==> config.mk <==
export PLATFORM = sky130hd
export DESIGN_NAME = lamp_fpu_sqrt_round_pack
export DESIGN_NICKNAME = d
export VERILOG_FILES = /design/src/rtl/lamp_fpu_sqrt_round_pack_pkg.sv /design/src/rtl/lamp_fpu_sqrt_round_pack_res_fifo.sv /design/src/rtl/lamp_fpu_sqrt_round_pack.sv
export SDC_FILE = /design/constraint.sdc
export NUM_CORES = 1
export LEC_CHECK = 0
export ABC_CLOCK_PERIOD_IN_PS = 3400
export BUFFER_PORTS_ARGS = -buffer_cell sky130_fd_sc_hd__buf_2
export CAP_MARGIN = 30
export CORE_ASPECT_RATIO = 1.5
export CORE_MARGIN = 5
export CORE_UTILIZATION = 50
export CTS_BUF_LIST = sky130_fd_sc_hd__clkbuf_16
export CTS_CLUSTER_DIAMETER = 50
export DETAILED_ROUTE_END_ITERATION = 10
export HOLD_SLACK_MARGIN = 0.05
export PLACE_DENSITY = 0.77
export SYNTH_ARGS = -nofsm -noshare
export SYNTH_HDL_FRONTEND = slang
export SYNTH_HIERARCHICAL = 1
export SYNTH_SLANG_ARGS = --single-unit
==> constraint.sdc <==
create_clock -name clk -period 3.4 [get_ports clk]
set_input_delay 0.68 -clock clk [delete_from_list [all_inputs] [get_ports clk]]
set_output_delay 0.68 -clock clk [all_outputs]
set_load 0.01 [all_outputs]
==> src/rtl/lamp_fpu_sqrt_round_pack_pkg.sv <==
// Shared widths, result-entry layout and the stage-2 round/pack arithmetic
// for the sqrt result back-end.
package lamp_fpu_sqrt_round_pack_pkg;

  localparam int unsigned LAMP_FLOAT_S_W = 1;
  localparam int unsigned LAMP_FLOAT_E_W = 8;
  localparam int unsigned LAMP_FLOAT_F_W = 7;
  localparam int unsigned RND_GRS_W      = 3;
  localparam int unsigned BF16_W         = LAMP_FLOAT_S_W + LAMP_FLOAT_E_W + LAMP_FLOAT_F_W;
  localparam int unsigned EXT_F_W        = 1 + LAMP_FLOAT_F_W + RND_GRS_W + 1;

  localparam logic [LAMP_FLOAT_E_W-1:0] INF_E  = 8'hFF;
  localparam logic [LAMP_FLOAT_E_W-1:0] ZERO_E = 8'h00;
  localparam logic [LAMP_FLOAT_F_W-1:0] ZERO_F = 7'h00;

  typedef struct packed {
    logic [BF16_W-1:0] res;
    logic              inexact;
    logic              ovf;
    logic              unf;
  } res_entry_t;

  localparam int unsigned RES_ENTRY_W = $bits(res_entry_t);

  // Round-to-nearest-even on an already single-step-normalized significand,
  // then saturate to infinity / flush to zero and pack.
  function automatic res_entry_t round_pack_sqrt(
    input logic                      s,
    input logic [LAMP_FLOAT_E_W-1:0] e,
    input logic [EXT_F_W-1:0]        f,
    input logic                      rnd,
    input logic                      unf
  );
    res_entry_t                o;
    logic                      g;
    logic                      r;
    logic                      st;
    logic                      ru;
    logic                      carry;
    logic [LAMP_FLOAT_F_W:0]   frac_sum;
    logic [LAMP_FLOAT_E_W:0]   e_r;
    o        = '0;
    g        = f[3];
    r        = f[2];
    st       = |f[1:0];
    ru       = g & (r | st | f[4]);
    frac_sum = {1'b0, f[10:4]} + 8'(ru);
    carry    = frac_sum[LAMP_FLOAT_F_W];
    e_r      = {1'b0, e} + 9'(carry);
    if (!rnd) begin
      o.res = {s, e, f[11:5]};
    end else if (unf) begin
      o.res     = {s, ZERO_E, ZERO_F};
      o.inexact = 1'b1;
      o.unf     = 1'b1;
    end else if (e_r >= 9'(INF_E)) begin
      o.res     = {s, INF_E, ZERO_F};
      o.inexact = 1'b1;
      o.ovf     = 1'b1;
    end else begin
      o.res     = {s, e_r[LAMP_FLOAT_E_W-1:0], frac_sum[LAMP_FLOAT_F_W-1:0]};
      o.inexact = g | r | st;
    end
    return o;
  endfunction

endpackage

==> src/rtl/lamp_fpu_sqrt_round_pack_res_fifo.sv <==
// Show-ahead synchronous FIFO; a push on full is accepted only when a pop
// frees a slot in the same cycle, a pop on empty is ignored.
module lamp_fpu_sqrt_round_pack_res_fifo #(
  parameter int unsigned WIDTH = 19,
  parameter int unsigned DEPTH = 4
) (
  input  logic             clk,
  input  logic             rst_n,
  input  logic             push,
  input  logic [WIDTH-1:0] din,
  input  logic             pop,
  output logic [WIDTH-1:0] head_c,
  output logic             full,
  output logic             empty
);

  localparam int unsigned AW = $clog2(DEPTH);
  localparam int unsigned CW = AW + 1;

  logic [WIDTH-1:0] mem [DEPTH];
  logic [AW-1:0]    wr_ptr;
  logic [AW-1:0]    rd_ptr;
  logic [CW-1:0]    count;
  logic [CW-1:0]    count_nxt_c;
  logic             do_push_c;
  logic             do_pop_c;

  always_comb begin
    do_pop_c    = pop & ~empty;
    do_push_c   = push & (~full | do_pop_c);
    count_nxt_c = count + CW'(do_push_c) - CW'(do_pop_c);
  end

  assign head_c = mem[rd_ptr];

  always_ff @(posedge clk) begin
    if (do_push_c) mem[wr_ptr] <= din;
  end

  // Flags are registered from the next occupancy so they come straight off flops.
  always_ff @(posedge clk or negedge rst_n) begin
    if (!rst_n) begin
      wr_ptr <= '0;
      rd_ptr <= '0;
      count  <= '0;
      full   <= 1'b0;
      empty  <= 1'b1;
    end else begin
      if (do_push_c) wr_ptr <= wr_ptr + AW'(1);
      if (do_pop_c)  rd_ptr <= rd_ptr + AW'(1);
      count <= count_nxt_c;
      full  <= (count_nxt_c == CW'(DEPTH));
      empty <= (count_nxt_c == '0);
    end
  end

endmodule

==> src/rtl/lamp_fpu_sqrt_round_pack.sv <==
// Sqrt result back-end: normalize, round-to-nearest-even, pack to bfloat16
// and buffer behind a valid/ready port; drops with sticky overrun when full.
module lamp_fpu_sqrt_round_pack
  import lamp_fpu_sqrt_round_pack_pkg::*;
#(
  parameter int unsigned FIFO_DEPTH = 4
) (
  input  logic                      clk,
  input  logic                      rst,
  input  logic                      valid_i,
  input  logic                      s_i,
  input  logic [LAMP_FLOAT_E_W-1:0] e_i,
  input  logic [EXT_F_W-1:0]        f_i,
  input  logic                      isToRound_i,
  output logic [BF16_W-1:0]         res_o,
  output logic                      inexact_o,
  output logic                      ovf_o,
  output logic                      unf_o,
  output logic                      valid_o,
  input  logic                      ready_i,
  output logic                      overrun_o
);

  logic                      v1;
  logic                      s1;
  logic                      rnd1;
  logic                      unf1;
  logic [LAMP_FLOAT_E_W-1:0] e1;
  logic [EXT_F_W-1:0]        f1;
  logic                      norm_c;
  logic                      unf_c;
  res_entry_t                entry_c;
  res_entry_t                head_c;
  logic [RES_ENTRY_W-1:0]    head_raw_c;
  logic                      pop_c;
  logic                      full;
  logic                      empty;
  logic                      overrun;

  // Single-step normalization; exponent 0 or a decrement through 0 flushes.
  always_comb begin
    norm_c = isToRound_i & ~f_i[EXT_F_W-1];
    unf_c  = isToRound_i & ((e_i == ZERO_E) | (norm_c & (e_i == 8'd1)));
  end

  always_ff @(posedge clk or negedge rst) begin
    if (!rst) begin
      v1   <= 1'b0;
      s1   <= 1'b0;
      rnd1 <= 1'b0;
      unf1 <= 1'b0;
      e1   <= '0;
      f1   <= '0;
    end else begin
      v1 <= valid_i;
      if (valid_i) begin
        s1   <= s_i;
        rnd1 <= isToRound_i;
        unf1 <= unf_c;
        e1   <= norm_c ? e_i - 8'd1 : e_i;
        f1   <= norm_c ? {f_i[EXT_F_W-2:0], 1'b0} : f_i;
      end
    end
  end

  assign entry_c = round_pack_sqrt(s1, e1, f1, rnd1, unf1);
  assign pop_c   = ~empty & ready_i;

  lamp_fpu_sqrt_round_pack_res_fifo #(
    .WIDTH (RES_ENTRY_W),
    .DEPTH (FIFO_DEPTH)
  ) u_res_fifo (
    .clk    (clk),
    .rst_n  (rst),
    .push   (v1),
    .din    (entry_c),
    .pop    (pop_c),
    .head_c (head_raw_c),
    .full   (full),
    .empty  (empty)
  );

  // A stage-2 result meeting a full FIFO with no pop is lost for good.
  always_ff @(posedge clk or negedge rst) begin
    if (!rst) overrun <= 1'b0;
    else if (v1 & full & ~pop_c) overrun <= 1'b1;
  end

  assign head_c    = res_entry_t'(head_raw_c);
  assign valid_o   = ~empty;
  assign res_o     = empty ? '0 : head_c.res;
  assign inexact_o = ~empty & head_c.inexact;
  assign ovf_o     = ~empty & head_c.ovf;
  assign unf_o     = ~empty & head_c.unf;
  assign overrun_o = overrun;

endmodule

Word-level counts from Yosys, hierarchy flattened

Memories as Yosys holds them, arrays and structs flattened.
Index checks and enable logic that the tools add are counted.

Register bits: 34
RAM bits: 76
Word-level logic and storage cells: 60
Input bits: 26
Bits in read-only memories: 0
Output and inout port bits: 21
Memories: 1
Bits in latches: 0

Memories:

| memory         | depth | width | read ports | clocked after Yosys merged registers in | write ports | line                                    | text |
|---|---|---|---|---|---|---|---|
| u_res_fifo.mem | 4     | 19    | 1          | 0                                       | 1           | lamp_fpu_sqrt_round_pack_res_fifo.sv:20 | `logic [WIDTH-1:0] mem [DEPTH];` |

Shifts and indexed selects: 0
$add $sub $neg: 7
Divide/modulo/power cells: 0
Equality and inequality tests: 2
Multiplexer cells: 12
Reduce and logical (&&, ||, !) cells: 3
Bitwise operators: 22
$mul: 0
$lt $le $gt $ge: 1

Operator list:

| kind                                                                   | count |
|---|---|
| 16-bit 2-to-1 mux                                                      | 3 |
| 15-bit 2-to-1 mux                                                      | 1 |
| 1-bit bitwise AND                                                      | 12 |
| 12-bit 2-to-1 mux                                                      | 1 |
| 8-bit by 1-bit adder with 9-bit output                                 | 1 |
| 9-bit by 8-bit >= comparator with 1-bit output (second input constant) | 1 |
| 7-bit by 1-bit adder with 8-bit output                                 | 1 |
| 8-bit by 1-bit == test with 1-bit output (second input constant)       | 1 |
| 8-bit logical NOT                                                      | 1 |
| 8-bit 2-to-1 mux                                                       | 1 |
| 8-bit by 1-bit subtractor with 8-bit output (second input constant)    | 1 |
| 1-bit bitwise OR                                                       | 6 |
| 1-bit 2-to-1 mux                                                       | 5 |
| 2-bit by 1-bit adder with 2-bit output (second input constant)         | 2 |
| 1-bit NOT                                                              | 4 |
| 3-bit by 1-bit adder with 3-bit output                                 | 1 |
| 3-bit == test (second input constant)                                  | 1 |
| 3-bit logical NOT                                                      | 1 |
| 3-bit 2-to-1 mux                                                       | 1 |
| 3-bit by 1-bit subtractor with 3-bit output                            | 1 |
| 2-bit OR reduction                                                     | 1 |

Logic depth before layout (Yosys ltp)

Gate-level depths: netlist of run 1.

Depth in word-level cells: 10
Mapped depth: 12
Gate-level depth less buffers: 12

Modules after synthesis

The synthesis of run 1 kept the hierarchy.

By module, submodules not included:

| module                            | area each (µm²) | cells an instance | sequential area each (µm²) | times used |
|---|---|---|---|---|
| lamp_fpu_sqrt_round_pack_res_fifo | 3223.1          | 137               | 2508.7                     | 1 |
| lamp_fpu_sqrt_round_pack          | 2020.7          | 248               | 625.6                      | 1 |

Worst setup path before layout of run 1

Ideal clock, no wire load.

Path kind: input-to-reg
Start point: input ready_i
End point: register u_res_fifo.full
Library setup time: 0.088 ns
Stages: 12
Required time: 3.312 ns
Path buffers: 0
Arrival: 2.628 ns
Path slack: 0.683 ns
Cells stage by stage: nor2b_1 -> nand2b_4 -> a21boi_4 -> inv_1 -> ha_1 -> inv_1 -> ha_1 -> inv_1 -> fa_1 -> xnor2_1 -> xnor2_1 -> nor3b_1

Longest elaborated chain between the ends: 7

Ends and longest elaborated chain:

| what                                            | line                                    | text |
|---|---|---|
| start: declaration                              | lamp_fpu_sqrt_round_pack.sv:20          | `input logic ready_i,` |
| 1-bit bitwise AND (*)                           | lamp_fpu_sqrt_round_pack.sv:67          | `assign pop_c = ~empty & ready_i;` |
| 1-bit bitwise AND (*)                           | lamp_fpu_sqrt_round_pack_res_fifo.sv:29 | `do_pop_c = pop & ~empty;` |
| 1-bit bitwise OR                                | lamp_fpu_sqrt_round_pack_res_fifo.sv:30 | `do_push_c = push & (~full \| do_pop_c);` |
| 1-bit bitwise AND                               | lamp_fpu_sqrt_round_pack_res_fifo.sv:30 |  |
| 3-bit by 1-bit adder with 3-bit output          | lamp_fpu_sqrt_round_pack_res_fifo.sv:31 | `count_nxt_c = count + CW'(do_push_c) - CW'(do_pop_c);` |
| 3-bit by 1-bit subtractor with 3-bit output (*) | lamp_fpu_sqrt_round_pack_res_fifo.sv:31 |  |
| named net u_res_fifo.count_nxt_c[2]             | lamp_fpu_sqrt_round_pack_res_fifo.sv:24 | `logic [CW-1:0] count_nxt_c;` |
| 3-bit == test (*)                               | lamp_fpu_sqrt_round_pack_res_fifo.sv:52 | `full <= (count_nxt_c == CW'(DEPTH));` |
| end signal: assignment                          | lamp_fpu_sqrt_round_pack_res_fifo.sv:52 |  |
| end: declaration                                | lamp_fpu_sqrt_round_pack_res_fifo.sv:13 | `output logic full,` |

The timed path passes the listed nets; every way through them passes the cells marked *.
A chain may end at the register's enable or synchronous reset.

Worst setup path after layout of run 1

Start point: register u_res_fifo.empty
End point: register u_res_fifo.full

Longest elaborated chain between the ends: 8

Ends and longest elaborated chain:

| what                                            | line                                    | text |
|---|---|---|
| start: declaration                              | lamp_fpu_sqrt_round_pack_res_fifo.sv:14 | `output logic empty` |
| start signal: assignment                        | lamp_fpu_sqrt_round_pack_res_fifo.sv:53 | `empty <= (count_nxt_c == '0);` |
| 1-bit NOT (*)                                   | lamp_fpu_sqrt_round_pack.sv:67          |  |
| 1-bit bitwise AND (*)                           | lamp_fpu_sqrt_round_pack.sv:67          |  |
| named net pop_c                                 | lamp_fpu_sqrt_round_pack.sv:35          | `logic pop_c;` |
| 1-bit bitwise AND (*)                           | lamp_fpu_sqrt_round_pack_res_fifo.sv:29 |  |
| 1-bit bitwise OR                                | lamp_fpu_sqrt_round_pack_res_fifo.sv:30 |  |
| 1-bit bitwise AND                               | lamp_fpu_sqrt_round_pack_res_fifo.sv:30 |  |
| 3-bit by 1-bit adder with 3-bit output          | lamp_fpu_sqrt_round_pack_res_fifo.sv:31 |  |
| 3-bit by 1-bit subtractor with 3-bit output (*) | lamp_fpu_sqrt_round_pack_res_fifo.sv:31 |  |
| named net u_res_fifo.count_nxt_c[2]             | lamp_fpu_sqrt_round_pack_res_fifo.sv:24 |  |
| 3-bit == test (*)                               | lamp_fpu_sqrt_round_pack_res_fifo.sv:52 |  |

Marked as above.

==> results of run 1 <==
==> power by group <==
group          switching [W]  internal [W]  total (W)
combinational       0.000624      0.000639    0.00126
clock               0.000458      0.000724    0.00118
sequential          0.000180       0.00176    0.00194
==> kinds of logic (layout without fill, tap and decap cells) <==
family / Yosys count / count (layout) / share of synthesized area [%]
xor gates and xnor gates: 16 / 16 / 2.672
adders and majority gates: 12 / 12 / 3.006
buffers and inverters: 34 / 85 / 2.959
muxes: 33 / 33 / 11.00
and+or+nand+nor: 107 / 107 / 11.55
AOI/OAI and AO/OA: 73 / 73 / 9.043
DFF: 110 / 110 / 59.77
==> flip-flops by register name, summed over array words and instances, names as in the netlist <==
signal,flops
s1,1
u_res_fifo/count,3
u_res_fifo/wr_ptr,2
unf1,1
rnd1,1
u_res_fifo/rd_ptr,2
overrun_o,1
v1,1
u_res_fifo/full,1
u_res_fifo/mem,76
u_res_fifo/empty,1
f1,12
e1,8
==> worst max-delay path: stages, from the launching register on <==
cell and delay (ns):
dfstp_2 0.49, nor2b_1 0.31, nand2b_4 0.11, a21boi_4 0.24
inv_1 0.07, ha_1 0.29, inv_1 0.06, ha_1 0.13
inv_1 0.04, fa_1 0.39, xnor2_1 0.15, xnor2_1 0.21
nor3b_1 0.20
==> Yosys cell counts, types with 4 or more instances <==
cell type / number / area, um^2
edfxtp_1: 76 / 2282
a21oi_1: 33 / 165.2
dfrtp_1: 33 / 825.8
nor2b_1: 31 / 193.9
nor2_1: 24 / 90.09
mux4_2: 18 / 405.4
inv_1: 14 / 52.55
o21ai_0: 13 / 65.06
clkbuf_1: 12 / 45.04
ha_1: 11 / 137.6
mux2i_1: 10 / 100.1
nand2_1: 10 / 37.54
nand3_1: 10 / 50.05
xnor2_1: 10 / 87.58
and2_1: 6 / 37.54
o22ai_1: 6 / 37.54
xor2_1: 6 / 52.55
nor3_1: 5 / 25.02
and3_1: 4 / 25.02
buf_2: 4 / 20.02
mux2_2: 4 / 45.04
nand2b_1: 4 / 25.02
o211a_1: 4 / 40.04
==> layout make-up <==
cell class	instances	area (um^2)
Fill cell	803	4230
Sequential cell	110	3134
Multi-Input combinational cell	241	1954
Timing Repair Buffer	55	297.8
Clock buffer	9	225.2
Tap cell	141	176.4
Clock inverter	7	120.1
Inverter	14	52.55
==> worst paths after layout <==
check | to | cells past startpoint | slack, ns
max in group asynchronous | u_res_fifo/rd_ptr[1] | 1 | 2.53
max reg2reg | u_res_fifo/full | 12 | 0.64
max | u_res_fifo/full | 12 | 0.64
min reg2reg | overrun_o | 1 | 0.49
min in group clk | overrun_o | 1 | 0.49
min | unf1 | 1 | 0.39
==> cell usage in the layout (no fill, tap or decap), drive strengths merged, types with 2 or more instances in the layout <==
cell	count
a21boi	2
clkbuf	9
and3	4
mux4	19
xor2	6
nand2	10
mux2i	10
ha	11
o22ai	6
edfxtp	76
mux2	4
o21ai	13
buf	55
bufinv	3
o211a	5
o211ai	2
inv	17
a21oi	33
nand3	10
a31oi	2
o21a	2
nor2	24
nor3	5
nand2b	5
xnor2	10
and2	7
dfrtp	33
nor3b	2
nand4	2
nor2b	31
==> through the flow <==
stage	area [um^2]	power, W	utilization (%)
3_5_place_dp	5615	0.003262	55.10
6_report	5961	0.004383	58.49
2_1_floorplan	5244	0.002843	-
3_3_place_gp	5615	0.003209	55.10
4_1_cts	5961	0.004454	58.49
5_1_grt	5961	0.004635	58.49
==> layer usage <==
layer  vias up  track usage [%]  share of wire [%]
met3        10            3.280                4.2
met1      1527            19.87                 42
met2        67            28.77                 53
met5         -                0                  0
met4         0            5.301                1.5
li1       1522                -                  -
==> impl_metrics.env, run 1 <==
export IMPL_dieHeight_um=135.4
export IMPL_hold_ws_ns=0.3924
export IMPL_cts_setup_buffers=0
export IMPL_grt_max_degree=35
export IMPL_yosysWarnings=6
export IMPL_ys_flop_type="edfxtp_1"
export IMPL_period_minus_slack_ns=2.765
export IMPL_clock_sinks=110
export IMPL_layout_cells_non_filler=577
export IMPL_wire_per_inst_um=16.21
export IMPL_grt_ovfl_total=0
export IMPL_antenna_found_initial=0
export IMPL_drt_first_pass_iters=4
export IMPL_crit_start="u_res_fifo/empty"
export IMPL_cts_tree="done"
export IMPL_cts_hold_buf=0
export IMPL_synth_cell_types=56
export IMPL_die_x_um=93.62
export IMPL_async_flop_share_pct=30.91
export IMPL_critPathArrivalTime_ns=3.03
export IMPL_fp_coreArea_um2=10190
export IMPL_area_growth_pct=13.67
export IMPL_io_buffers=46
export IMPL_dieArea_um2=12680
export IMPL_dpl_cell_count=561
export IMPL_tightest_slew_ns=0.9053
export IMPL_fin_crit_sh_pct=81.31
export IMPL_drive_above_1_share_pct=23.62
export IMPL_rsz0062_at_grt="false"
export IMPL_synth_area_per_cell_um2=13.62
export IMPL_routed_via_count=3126
export IMPL_hp_class="input port to async pin"
export IMPL_power_density_nw_per_um2=735.3
export IMPL_cts_root_buf="clkbuf_16"
export IMPL_regToRegStartpoint="u_res_fifo/empty"
export IMPL_maxCapViolCount=0
export IMPL_p_leak_nw=2.261
export IMPL_drcViolationCount=0
export IMPL_gp_congestion=0.8418
export IMPL_start_util_pct=51.45
export IMPL_numCtsBuffers=9
export IMPL_cts_repair_resized=0
export IMPL_h_tree_depth=3
export IMPL_crit_path_start_kind="flop"
export IMPL_setup_viol=0
export IMPL_cp_required_ns=3.66
export IMPL_io_pins=47
export IMPL_ant_nets=0
export IMPL_yosysSeqAreaShare_pct=59.77
export IMPL_synthCells=385
export IMPL_report_final_slew_viol_count=0
export IMPL_finalSetupTns_ns=0
export IMPL_synth_fp_nets=423
export IMPL_synth_seq_cells=110
export IMPL_dpl_hpwl_um=6474
export IMPL_hold_viol=0
export IMPL_path_clk_slew_ns=0.07
export IMPL_max_freq_mhz=361.7
export IMPL_synth_edff_count=76
export IMPL_viasPerCell=5.418
export IMPL_grt_pass1_vias=3315
export IMPL_ir_worst_vdd_mv=0.3526
export IMPL_status="complete, no violations"
export IMPL_skew_ns=0.006553
export IMPL_totalWireLength_um=9354
export IMPL_netlist_area_um2=5244
export IMPL_num_rows=45
export IMPL_end_kind="flop"
export IMPL_crit_type="flop to flop"
export IMPL_clk_latency_ns=0.34
export IMPL_grt_usage_pct=16.29
export IMPL_relSlewSlack_pct=39.65
export IMPL_worst_slack_ns=0.6354
export IMPL_drtIter0Drc=228
export IMPL_n_antenna_cell=0
export IMPL_dpl_worst_slack_ns=0.3815
export IMPL_cp_max_fo=22
export IMPL_nets=469
export IMPL_cts_buffer_depth=2
export IMPL_grt_pass1_wl_um=16070
No activity file was read; power rests on OpenSTA's default activity.
==> run 2: changes to the inputs <==
--- a/config.mk
+++ b/config.mk
@@ -5,7 +5,8 @@
 export SDC_FILE = /design/constraint.sdc
 export NUM_CORES = 1
 export LEC_CHECK = 0
-export ABC_CLOCK_PERIOD_IN_PS = 3400
+export ABC_AREA = 1
+export ABC_CLOCK_PERIOD_IN_PS = 2600
 export BUFFER_PORTS_ARGS = -buffer_cell sky130_fd_sc_hd__buf_2
 export CAP_MARGIN = 30
 export CORE_ASPECT_RATIO = 1.5
==> constraint.sdc (replaced) <==
create_clock -name clk -period 2.6 [get_ports clk]
set_input_delay 0.52 -clock clk [delete_from_list [all_inputs] [get_ports clk]]
set_output_delay 0.52 -clock clk [all_outputs]
set_load 0.01 [all_outputs]
==> impl_metrics.env, run 2 <==
export IMPL_largest_reg_flops=76
export IMPL_clock_sinks=110
export IMPL_grt_pass1_vias=3949
export IMPL_rsz0062_at_grt="true"
export IMPL_crit_chain="nand2_2 -> nor3_4 -> nand4_1 -> nor2_1 -> ha_2 -> ha_4 -> xor2_1 -> nand3_1 -> nor2_4 -> nand3_4 -> nand3_2 -> o21ai_2"
export IMPL_synth_fp_nets=605
export IMPL_nets=659
export IMPL_area_growth_pct=16.39
export IMPL_hold_viol=0
export IMPL_netlist_top_cells_count="nor2_1, nand2_1, edfxtp_1"
export IMPL_cts_tree="done"
export IMPL_status="complete, no violations"
export IMPL_grt_busiest_layer="met2"
export IMPL_fp_coreArea_um2=10650
export IMPL_synth_edff_count=76
export IMPL_yosysWarnings=6
export IMPL_dieHeight_um=137.8
export IMPL_wire_per_inst_um=14.34
export IMPL_totalWireLength_um=11040
export IMPL_synth_area_leader_cell="edfxtp_1"
export IMPL_dieArea_um2=13110
export IMPL_drtIter0Drc=232
export IMPL_p_leak_nw=2.763
export IMPL_maxCapViolCount=0
export IMPL_grt_pass1_wl_um=18080
export IMPL_cp_num_buf_inv=0
export IMPL_die_x_um=95.19
export IMPL_gp_congestion=0.9330
export IMPL_routed_via_count=3959
export IMPL_yosysSeqAreaShare_pct=57.59
export IMPL_h_tree_depth=3
export IMPL_n_antenna_cell=0
export IMPL_netlist_area_um2=5443
export IMPL_largestRegisters="u_res_fifo/mem: 76 flops, f1: 12 flops, e1: 8 flops"
export IMPL_synth_area_leaders="edfxtp_1, dfrtp_1, nor2_1"
export IMPL_num_rows=46
export IMPL_grt_max_degree=40
export IMPL_p_int_w=0.003777
export IMPL_report_final_slew_viol_count=0
export IMPL_drt_first_pass_iters=5
export IMPL_drive_above_1_share_pct=21.09
export IMPL_ys_flop_type="edfxtp_1"
export IMPL_nFillCells=872
export IMPL_io_buffers=46
export IMPL_clkPwrFrac_pct=21.4
export IMPL_regArea_um2=3134
export IMPL_reg2reg_setup_slack_ns=0.06
export IMPL_crit_path_top_delay_cell="dfrtp_1"
export IMPL_tightest_slew_ns=0.7083
export IMPL_grt_ovfl_total=0
export IMPL_start_util_pct=51.12
export IMPL_grt_use_met2_pct=32.10
export IMPL_drcViolationCount=0
export IMPL_period_minus_slack_ns=2.541
export IMPL_relSlewSlack_pct=52.78
export IMPL_cp_required_ns=2.66
export IMPL_multiInputGateArea_um2=2056
export IMPL_critPathTopFamily="simple AND/OR/NAND/NOR gates"
export IMPL_fin_crit_sh_pct=97.71
export IMPL_io_pins=47
export IMPL_setup_viol=0
export IMPL_viasPerCell=5.142
export IMPL_cp_max_fo=5
export IMPL_grt_usage_pct=17.71
export IMPL_worst_slack_ns=0.05950
export IMPL_numCtsBuffers=9
export IMPL_final_cell_mix="nor2_1, nand2_1, edfxtp_1"
export IMPL_slowest_delay_ns=0.40
export IMPL_crit_path_start_kind="flop"
export IMPL_critPathArrivalTime_ns=2.60
export IMPL_clk_latency_ns=0.34
export IMPL_p_switching_w=0.002090
export IMPL_dpl_worst_slack_ns=-0.03540
export IMPL_antenna_found_initial=0
export IMPL_async_flop_share_pct=30.91
export IMPL_yosysMostFrequentCell="nor2_1"
export IMPL_final_common_cell="nor2_1"
export IMPL_cts_buffer_depth=2
export IMPL_synth_cell_types=40
export IMPL_dpl_hpwl_um=7569
export IMPL_synthCells=567
export IMPL_hp_class="input port to async pin"
export IMPL_gr_usage_met1_pct=20.09
export IMPL_crit_type="flop to flop"
export IMPL_path_clk_slew_ns=0.06
export IMPL_cts_root_buf="clkbuf_16"
export IMPL_use_met3_pct=2.842
export IMPL_top_register="u_res_fifo/mem"
export IMPL_synth_seq_cells=110
export IMPL_finalSetupTns_ns=0
export IMPL_pwr_share_comb_pct=37.7
export IMPL_max_freq_mhz=393.6
export IMPL_seq_power_share_pct=40.9
export IMPL_synth_area_per_cell_um2=9.599
export IMPL_sw_frac_of_total_pct=35.62
export IMPL_synth_top_area_share_pct=41.93
export IMPL_ir_worst_vdd_mv=0.4536
export IMPL_end_kind="flop"
export IMPL_skew_ns=0.003740
export IMPL_power_density_nw_per_um2=926.1
export IMPL_ant_nets=0
## run 2: through the flow
step,area (um^2),utilization [%],std cells,hold WS [ns],power [W]
2_1_floorplan,5443,-,567,0.2244,0.003925
3_3_place_gp,5898,55.39,750,0.4532,0.004513
3_5_place_dp,5898,55.39,750,0.4667,0.004622
4_1_cts,6185,58.08,766,0.2444,0.005878
5_1_grt,6335,59.49,770,0.2926,0.006280
6_report,6335,59.49,770,0.2255,0.005867
## run 2: final cells by class
type	instances	share of cell area (%)
inverter	74	4.385
clock buffer	10	3.950
tap	144	2.844
timing repair buffer	63	6.439
multi-input combinational	363	32.45
clock inverter	6	0.4543
sequential	110	49.48
## run 2: final timing paths
kind / startpoint / to / cells after the start
hold reg to reg: overrun_o / overrun_o / 1
min in group clk: s_i / s1 / 3
setup / recovery: f1[4] / u_res_fifo/mem[1][7] / 12
setup reg to reg: f1[4] / u_res_fifo/mem[1][7] / 12
max in group asynchronous: rst / unf1 / 1
hold / removal: rst / u_res_fifo/full / 1
## run 2: cells by family (layout without fill, tap and decap cells)
kind of cell / Yosys count / in the layout / share of synthesized area [%]
AND/OR/NAND/NOR: 227 / 228 / 19.15
AO/OA/AOI/OAI: 118 / 118 / 12.44
flip-flops: 110 / 110 / 57.59
buffers and inverters: 95 / 153 / 7.126
adder cells (fa/ha/maj): 12 / 12 / 2.897
XOR/XNOR: 5 / 5 / 0.8046
## run 2: power groups by stage
stage	clock, W	sequential, W	combinational (W)
2_1_floorplan	0	0.00240	0.00153
3_3_place_gp	0	0.00240	0.00211
3_5_place_dp	0	0.00242	0.00220
4_1_cts	0.00127	0.00239	0.00222
5_1_grt	0.00135	0.00242	0.00251
6_report	0.00126	0.00240	0.00221
## run 2: metal layers
layer	routed length, um	vias to the layer above
met4	158	0
met5	0	-
met3	458	14
met2	5919	95
met1	4503	1857
li1	-	1993
## run 2: timing repair
| action | 4_1_cts | 5_1_grt |
|---|---|---|
| cloned | 0 | 1 |
| hold buffers | 0 | 0 |
| buffers inserted | 0 | 3 |
| endpoints found under the setup margin | 64 | 68 |
| resized for setup | 6 | 23 |
| pin swaps | 0 | 10 |
==> run 3: changes to the inputs <==
--- a/config.mk
+++ b/config.mk
@@ -16,7 +16,7 @@
 export CTS_CLUSTER_DIAMETER = 50
 export DETAILED_ROUTE_END_ITERATION = 10
 export HOLD_SLACK_MARGIN = 0.05
-export PLACE_DENSITY = 0.77
+export PLACE_DENSITY = 0.69
 export SYNTH_ARGS = -nofsm -noshare
 export SYNTH_HDL_FRONTEND = slang
 export SYNTH_HIERARCHICAL = 1
==> impl_metrics.env, run 3 (synthesis gave the netlist of run 2 again) <==
export IMPL_status="complete, no violations"
export IMPL_antenna_found_initial=0
export IMPL_cts_tree="done"
export IMPL_crit_chain="inv_2 -> nor3_4 -> nand4_1 -> nor2_2 -> ha_2 -> ha_4 -> nand2_4 -> nor2_4 -> nand2_2 -> nand2_2 -> nand2_2 -> nor2_4 -> nand3_4 -> nand2_4 -> nand2_8 -> nand2_4"
export IMPL_maxCapViolCount=0
export IMPL_io_pins=47
export IMPL_die_x_um=95.19
export IMPL_fp_coreArea_um2=10650
export IMPL_cts_root_buf="clkbuf_16"
export IMPL_skew_ns=0.006475
export IMPL_area_growth_pct=16.55
export IMPL_n_antenna_cell=0
export IMPL_nFillCells=859
export IMPL_clock_sinks=110
export IMPL_end_kind="flop"
export IMPL_crit_path_top_delay_cell="dfrtp_1"
export IMPL_path_clk_slew_ns=0.07
export IMPL_viasPerCell=5.025
export IMPL_nets=664
export IMPL_period_minus_slack_ns=2.458
export IMPL_grt_usage_pct=17.27
export IMPL_numCtsBuffers=9
export IMPL_grt_max_degree=40
export IMPL_final_common_cell="nor2_1"
export IMPL_grt_pass1_vias=3660
export IMPL_fin_crit_sh_pct=94.55
export IMPL_hold_viol=0
export IMPL_ant_nets=0
export IMPL_crit_type="flop to flop"
export IMPL_drcViolationCount=0
export IMPL_wire_per_inst_um=13.95
export IMPL_rsz0062_at_grt="true"
export IMPL_slowest_delay_ns=0.37
export IMPL_io_buffers=46
export IMPL_totalWireLength_um=10810
export IMPL_report_final_slew_viol_count=0
export IMPL_num_rows=46
export IMPL_hp_class="input port to async pin"
export IMPL_dieArea_um2=13110
export IMPL_drive_above_1_share_pct=21.71
export IMPL_routed_via_count=3894
export IMPL_relSlewSlack_pct=49.85
export IMPL_drtIter0Drc=233
export IMPL_p_leak_nw=2.759
export IMPL_largest_reg_flops=76
export IMPL_tightest_slew_ns=0.7523
export IMPL_dpl_worst_slack_ns=-0.03460
export IMPL_top_register="u_res_fifo/mem"
export IMPL_clk_latency_ns=0.34
export IMPL_finalSetupTns_ns=0
export IMPL_max_freq_mhz=406.8
export IMPL_start_util_pct=51.12
export IMPL_final_cell_mix="nor2_1, nand2_1, edfxtp_1"
export IMPL_grt_pass1_wl_um=17540
export IMPL_largestRegisters="u_res_fifo/mem: 76 flops, f1: 12 flops, e1: 8 flops"
export IMPL_power_density_nw_per_um2=929.7
export IMPL_setup_viol=0
export IMPL_dieHeight_um=137.8
export IMPL_drt_first_pass_iters=4
export IMPL_h_tree_depth=3
export IMPL_cp_max_fo=8
export IMPL_cp_required_ns=2.81
export IMPL_grt_ovfl_total=0
export IMPL_critPathArrivalTime_ns=2.66
export IMPL_gp_congestion=0.8992
export IMPL_ir_worst_vdd_mv=0.3985
export IMPL_worst_slack_ns=0.1417
export IMPL_dpl_hpwl_um=7395
export IMPL_cts_buffer_depth=2
export IMPL_crit_path_start_kind="flop"
==> run 3: cell count changes in the layout (fill, tap and decap cells not counted), sizes merged <==
| cell | previous run | this run |
|---|---|---|
| clkbuf | 10 | 9 |
| bufinv | 0 | 1 |
| clkinv | 3 | 2 |
| buf | 63 | 68 |
| clkinvlp | 0 | 3 |
| inv | 77 | 75 |
==> run 3: area by class of cell <==
cell class | instances | area (um^2) | share of cell area [%]
Clock buffer | 9 | 225.2 | 3.550
Multi-Input combinational cell | 363 | 2049 | 32.31
Clock inverter | 7 | 66.31 | 1.045
Timing Repair Buffer | 68 | 407.9 | 6.430
Inverter | 74 | 280.3 | 4.418
Sequential cell | 110 | 3134 | 49.41
Tap cell | 144 | 180.2 | 2.840
==> run 3: per-stage QoR <==
step / total power [W] / cells / hold slack (ns) / util [%] / cell area [um^2]
after CTS: 0.005922 / 768 / 0.2601 / 57.97 / 6172
after detailed placement: 0.004601 / 752 / 0.4636 / 55.18 / 5876
final: 0.005898 / 775 / 0.2430 / 59.58 / 6344
after global placement: 0.004509 / 752 / 0.4558 / 55.18 / 5876
after floorplan: 0.003925 / 567 / 0.2244 / - / 5443
after global routing: 0.006316 / 775 / 0.3059 / 59.58 / 6344
==> run 3: worst paths after layout <==
| kind | to | startpoint | cells after the start | slack [ns] |
|---|---|---|---|---|
| max | u_res_fifo/mem[3][14] | f1[5] | 16 | 0.14 |
| min | u_res_fifo/rd_ptr[0] | rst | 1 | 0.24 |
| max reg2reg | u_res_fifo/mem[3][14] | f1[5] | 16 | 0.14 |
| min reg2reg | overrun_o | overrun_o | 1 | 0.48 |
| max in group asynchronous | e1[3] | rst | 1 | 1.87 |
| min in group clk | s1 | s_i | 3 | 0.39 |
==> run 3: repair_timing <==
action	4_1_cts	5_1_grt
endpoints found under the setup margin	25	68
pin swaps	0	11
setup buffers	0	6
gates resized for setup	1	32
hold buffers	0	0
cloned	0	1
==> run 3: worst max-delay path, delay by kind of cell, from the launching register on <==
family | cells | cell delay, ns
fa+ha+maj | 2 | 0.38
simple gates | 13 | 1.51
flops | 1 | 0.37
buf+inv | 1 | 0.07
==> run 3: power breakdown <==
group	switching [W]	leakage, nW	total (W)	internal, W
clock	0.000589	0.136	0.00133	0.000739
sequential	0.000137	1.11	0.00239	0.00225
combinational	0.00137	1.51	0.00218	0.000813
total	0.00209	2.76	0.00590	0.00380
==> run 3: layer usage <==
layer / vias up / GRT usage, % / share of wire (%)
met5: - / 0 / 0
met4: 0 / 5.778 / 1.5
met3: 12 / 2.787 / 3.6
met2: 63 / 31.36 / 55
met1: 1816 / 20.46 / 40
li1: 2003 / - / -
